<file path="config.mk">
export PLATFORM = sky130hd
export DESIGN_NAME = mod20_bcd_display
export DESIGN_NICKNAME = d
export VERILOG_FILES = /design/src/rtl/mod20_bcd_display.sv
export SDC_FILE = /design/constraint.sdc
export NUM_CORES = 1
export LEC_CHECK = 0
export BUFFER_PORTS_ARGS = -buffer_cell sky130_fd_sc_hd__buf_2
export CAP_MARGIN = 20
export CORE_ASPECT_RATIO = 1.4
export CORE_UTILIZATION = 64
export DETAILED_ROUTE_END_ITERATION = 10
export GPL_TIMING_DRIVEN = 0
export PLACE_DENSITY_LB_ADDON = 0.05
export SETUP_SLACK_MARGIN = 0.1
export SLEW_MARGIN = 20
export SYNTH_ARGS = -nofsm -noshare
export SYNTH_HDL_FRONTEND = slang
export SYNTH_SLANG_ARGS = --single-unit
</file>
<file path="constraint.sdc">
create_clock -name clk -period 3.5 [get_ports clk]
set_input_delay 0.7 -clock clk [delete_from_list [all_inputs] [get_ports clk]]
set_output_delay 0.7 -clock clk [all_outputs]
set_load 0.02 [all_outputs]
</file>
<file path="src/rtl/mod20_bcd_display.sv">
// Mod-20 count display: serial double-dabble binary-to-BCD conversion driving a
// two-digit multiplexed common-anode seven-segment display.
module mod20_bcd_display #(
  parameter int unsigned REFRESH_DIV   = 50000,
  parameter int unsigned MAX_COUNT     = 20,
  parameter bit          BLANK_LEADING = 1'b1
) (
  input  logic       clk,
  input  logic       Reset,
  input  logic [4:0] count_in,
  output logic [3:0] bcd_tens,
  output logic [3:0] bcd_ones,
  output logic       busy,
  output logic       valid,
  output logic       out_of_range,
  output logic [1:0] an,
  output logic [6:0] seg
);

  localparam int unsigned CW         = 5;
  localparam int unsigned SW         = CW + 8;
  localparam int unsigned PW         = (REFRESH_DIV > 1) ? $clog2(REFRESH_DIV) : 1;
  localparam logic [PW-1:0] PRESC_LAST = PW'(REFRESH_DIV - 1);
  localparam logic [2:0]    LAST_ITER  = 3'(CW - 1);
  localparam logic [6:0]    SEG_OFF    = 7'h7F;

  typedef enum logic [1:0] {
    S_IDLE,
    S_SHIFT,
    S_DONE
  } state_t;

  state_t        r_state;
  logic [CW-1:0] r_sample_q;
  logic [CW-1:0] r_conv_src;
  logic          r_pending;
  logic [SW-1:0] r_shift;
  logic [2:0]    r_iter;
  logic [PW-1:0] r_presc;
  logic          r_digit_sel;

  logic [SW-1:0] w_adj;
  logic [1:0]    w_an;
  logic [6:0]    w_seg;

  function automatic logic [6:0] seg_decode(input logic [3:0] d);
    case (d)
      4'd0:    seg_decode = 7'h40;
      4'd1:    seg_decode = 7'h79;
      4'd2:    seg_decode = 7'h24;
      4'd3:    seg_decode = 7'h30;
      4'd4:    seg_decode = 7'h19;
      4'd5:    seg_decode = 7'h12;
      4'd6:    seg_decode = 7'h02;
      4'd7:    seg_decode = 7'h78;
      4'd8:    seg_decode = 7'h00;
      4'd9:    seg_decode = 7'h10;
      default: seg_decode = SEG_OFF;
    endcase
  endfunction

  // Add-3 correction applied to each BCD nibble before the shift
  always_comb begin
    w_adj = r_shift;
    if (r_shift[8:5] >= 4'd5)
      w_adj[8:5] = r_shift[8:5] + 4'd3;
    if (r_shift[12:9] >= 4'd5)
      w_adj[12:9] = r_shift[12:9] + 4'd3;
  end

  // Input capture and converter FSM; only DONE ever updates the digits
  always_ff @(posedge clk or posedge Reset) begin
    if (Reset) begin
      r_state      <= S_IDLE;
      r_sample_q   <= '0;
      r_conv_src   <= '0;
      r_pending    <= 1'b1;
      r_shift      <= '0;
      r_iter       <= '0;
      bcd_tens     <= '0;
      bcd_ones     <= '0;
      busy         <= 1'b0;
      valid        <= 1'b0;
      out_of_range <= 1'b0;
    end else begin
      r_sample_q <= count_in;
      case (r_state)
        S_IDLE: begin
          if (r_pending || (r_sample_q != r_conv_src)) begin
            r_conv_src <= r_sample_q;
            r_shift    <= {8'b0, r_sample_q};
            r_iter     <= '0;
            busy       <= 1'b1;
            r_pending  <= 1'b0;
            r_state    <= S_SHIFT;
          end
        end
        S_SHIFT: begin
          r_shift <= SW'({w_adj, 1'b0});
          r_iter  <= r_iter + 3'd1;
          if (r_iter == LAST_ITER)
            r_state <= S_DONE;
        end
        S_DONE: begin
          bcd_tens     <= r_shift[12:9];
          bcd_ones     <= r_shift[8:5];
          out_of_range <= (32'(r_conv_src) > MAX_COUNT);
          valid        <= 1'b1;
          busy         <= 1'b0;
          r_state      <= S_IDLE;
        end
        default: r_state <= S_IDLE;
      endcase
    end
  end

  // Digit selection with leading-zero blanking; dark until first result
  always_comb begin
    w_an  = 2'b11;
    w_seg = SEG_OFF;
    if (valid) begin
      if (!r_digit_sel) begin
        w_an  = 2'b10;
        w_seg = seg_decode(bcd_ones);
      end else if (!(BLANK_LEADING && (bcd_tens == 4'd0))) begin
        w_an  = 2'b01;
        w_seg = seg_decode(bcd_tens);
      end
    end
  end

  // Scan prescaler and registered display drive
  always_ff @(posedge clk or posedge Reset) begin
    if (Reset) begin
      r_presc     <= '0;
      r_digit_sel <= 1'b0;
      an          <= 2'b11;
      seg         <= SEG_OFF;
    end else begin
      if (r_presc == PRESC_LAST) begin
        r_presc     <= '0;
        r_digit_sel <= ~r_digit_sel;
      end else begin
        r_presc <= r_presc + PW'(1);
      end
      an  <= w_an;
      seg <= w_seg;
    end
  end

endmodule

</file>
==> results.md <==
* Status: finished, final reports clean
* Grt ovf at 0
* Setup crit start kind: flip-flop
* Vias at roughly 2,500
* Clk root buf: clkbuf_8
* Critical-path top delay cell: dfrtp_1
* Antenna-violating nets left at 0
* GP Congestion at about 0.81
* Pre-Repair DR Iteration Count at 4
* Pwr dens at just over 800 nW/um^2
* Bufs on Longest Clock Path at 2
* Nets at roughly 380
* Antenna violations before repair at 0
* FFs w/ async S/R, synth at 100%
* Total leakage power at approximately 1.7 nW
* Reg2reg start: r_presc[0]
* Hold WS at about 290 ps
* Clock Latency Late Sink at 340 ps
* Maximum vdd ir drop at 538 uV
* Vias per cell at ~5.9
* Setup_tns at 0 ps
* Final hold vios at 0
* Sequential share of the synthesized area at between 40% and 50%
* First-pass GRT wire length at between 10,000 and 15,000 um
* CP Capture Type: flip-flop
* Worst R2R Setup Slack at 1740 ps
* HPWL after DPL at about 4500 um
* Starting Density at 67.8%
* Vias in the first global route at between 2,000 and 2,500
* Worst Setup SP: r_presc[0]
* Largest net degree at the start of global routing at 51
* Layout cells sized above 1 at about 24%
* Mapped Nets at between 300 and 400
* Final Skew at approximately 6.4 ps
* Fmax at 567 MHz
* Ys Warns at 0
* Die Width at 63.2 um
* Clock transition at path regs at around 70 ps
* Critical path's top delay family: flip-flops
* Cell variety after synth at 50
* Post-synth EDFFs at 0
* Die ar. at around 5500 sq um
* Worst EP arrival at slightly below 2000 ps
* Wirelength, routed at ~6300 um
* Worst slew margin at between 50 and 60%
* Flops & latches, synth at 66
* Ys flop type: dfrtp_1
* Diodes inserted at 0
* Max-slew violation count at 0
* Hold Crit Class: primary input to asynchronous set/reset pin
* Cell count after synthesis at around 310
* RSZ-0062 raised after global routing: false
* Site Rows at 30
* Crit path required time at about 3700 ps
* Cells along the critical path: ha_1, and3_1, and4_1, buf_4, a31oi_1, a211o_1
* Wirelength per Cell at 14.9 um
* DR DRC count at 0
* # port buffers at 26
* Die H at between 80 and 90 um
* Overall Global Routing Usage at roughly a quarter
* Number of max-cap violations at 0
* Clock Sinks at 66
* TritonCTS clock tree: yes
* Hold_buf cts at 0
* H-tree Lvls at 3
* Total core area at just under 5000 sq um
* DRC marker count from the first detailed-route iteration at between 150 and 200
* IO Count at 27
* Slowest cell delay on critical path at 410 ps
* Worst Path Buf+Inv at 1
* Buffer count from post-CTS setup fixing at 0
* Type of the worst setup path: flip-flop to flip-flop
* Area added between synthesis and finish at 11.9%
* CTS resizes at 0
* Layout fillers at 354
* Post-Syn Area at ~3400 sq um
* Period utilization at between 50% and 60%
* CP Max Fanout at 10
* Min Tclk post-route at about 1800 ps
* Final setup violation count at 0
* Num CTS Buffers at 9
* Worst-Margin Slew at around 610 ps
* Synthesized area per cell at roughly 11 sq um
-- routing by layer --
| metal | part of all wire (%) | global-route usage, % | vias to the layer above | routed length (um) |
|---|---|---|---|---|
| met2 | 53 | 45.6 | 46 | 3330 |
| met3 | 2.9 | 5.34 | 12 | 182 |
| met1 | 42 | 28.3 | 1216 | 2630 |
| met5 | 0 | 0 | - | 0 |
| li1 | - | - | 1187 | - |
| met4 | 2.0 | 11.0 | 0 | 126 |
-- final timing paths --
kind,to,cells after the start
setup reg to reg,r_presc[9],6
max in group asynchronous,an[0],3
hold reg to reg,r_presc[15],1
min in group clk,r_sample_q[1],1
hold / removal,r_shift[2],2
setup / recovery,r_presc[9],6
-- layout by cell type (no fill, tap or decap), types with 3 or more instances in the layout --
| cell | netlist | routed |
|---|---|---|
| xnor2_1 | 14 | 14 |
| inv_1 | 15 | 14 |
| clkbuf_1 | 7 | 7 |
| a22o_2 | 8 | 8 |
| nand3_1 | 9 | 9 |
| a211oi_1 | 5 | 5 |
| a2111oi_0 | 3 | 3 |
| and3_1 | 5 | 5 |
| nor2b_1 | 5 | 5 |
| ha_1 | 17 | 17 |
| o21ai_0 | 20 | 20 |
| mux2i_1 | 3 | 3 |
| nor4_1 | 4 | 4 |
| nand4_1 | 3 | 3 |
| dfstp_2 | 10 | 10 |
| nand2_1 | 23 | 23 |
| nor3_1 | 5 | 5 |
| nor2_1 | 17 | 17 |
| clkinv_2 | 0 | 4 |
| nand2b_1 | 10 | 10 |
| clkbuf_8 | 0 | 9 |
| a21o_1 | 5 | 5 |
| o211ai_1 | 4 | 4 |
| dfrtp_1 | 56 | 56 |
| xor2_1 | 6 | 6 |
| mux2_2 | 8 | 8 |
| a31oi_1 | 3 | 3 |
| a21oi_1 | 12 | 12 |
| and4_1 | 3 | 3 |
| o22ai_1 | 3 | 3 |
| buf_2 | 4 | 30 |
-- area by class of cell --
type | count | area (sq um) | share of cell area, %
Sequential cell | 66 | 1660 | 44.3
Multi-Input combinational cell | 218 | 1560 | 41.4
Timing Repair Buffer | 27 | 158 | 4.20
Clock buffer | 9 | 124 | 3.30
Tap cell | 64 | 80.1 | 2.13
Buffer | 14 | 76.3 | 2.03
Inverter | 16 | 62.6 | 1.67
Clock inverter | 6 | 35.0 | 0.933
-- flip-flops by register name, summed over array words and instances, names as in the netlist --
register / flops
bcd_ones: 4
out_of_range: 1
r_pending: 1
r_sample_q: 5
r_presc: 16
r_shift: 13
busy: 1
r_conv_src: 5
r_state: 2
bcd_tens: 4
an: 2
r_iter: 3
r_digit_sel: 1
seg: 7
valid: 1
-- per-stage QoR --
| step | total power (W) | instances | setup slack (ps) | util [%] | instance area, sq um |
|---|---|---|---|---|---|
| 2_1_floorplan | 0.00221 | 314 | 1160 | - | 3360 |
| 3_3_place_gp | 0.00248 | 404 | 484 | 72.0 | 3570 |
| 3_5_place_dp | 0.00254 | 405 | 1750 | 72.6 | 3600 |
| 4_1_cts | 0.00308 | 420 | 1730 | 75.8 | 3760 |
| 5_1_grt | 0.00329 | 420 | 1640 | 75.8 | 3760 |
| 6_report | 0.00307 | 420 | 1740 | 75.8 | 3760 |
-- kinds of logic after synthesis --
kind of cell	synth area share [%]
AO/OA/AOI/OAI	15.1
XOR/XNOR	5.22
adder cells (fa/ha/maj)	6.34
buffers and inverters	4.06
flip-flops	49.6
multiplexers	3.58
AND/OR/NAND/NOR	16.1
-- worst register-to-register path, cell delays in order (launching register included) --
cell	delay (ps)
dfrtp_1	410
ha_1	310
and3_1	230
and4_1	170
buf_4	170
a31oi_1	60
a211o_1	290
-- cell usage after synthesis, types with 2 or more instances --
library cell,instances,share of area [%]
and3_1,5,0.93
a211oi_1,5,1.1
nand2_1,23,2.6
clkbuf_1,7,0.78
o211ai_1,4,0.89
nor4_1,4,0.75
or2_2,2,0.37
a22o_2,8,2.4
nand4b_1,2,0.52
nor2b_1,5,0.93
inv_1,15,1.7
o21a_1,2,0.45
nor3b_1,2,0.45
mux2i_1,3,0.89
a21oi_1,12,1.8
buf_2,4,0.60
and4bb_2,2,0.75
nor3_1,5,0.75
ha_1,17,6.3
o21ai_0,20,3.0
a21o_1,5,1.1
xor2_1,6,1.6
xnor2_1,14,3.7
a31oi_1,3,0.56
and4_1,3,0.78
nand3_1,9,1.3
nand4_1,3,0.56
mux2_2,8,2.7
dfstp_2,10,7.8
nor2_1,17,1.9
o22ai_1,3,0.56
a2111oi_0,3,0.78
nand2b_1,10,1.9
buf_6,2,0.67
dfrtp_1,56,42
-- power breakdown --
part | switching (W) | leakage [nW] | internal (W)
Clock | 0.000280 | 0.0806 | 0.000247
Combinational | 0.000746 | 0.841 | 0.000577
Sequential | 0.000200 | 0.809 | 0.00102
Total | 0.00123 | 1.73 | 0.00185
No activity file was read; power rests on OpenSTA's default activity.
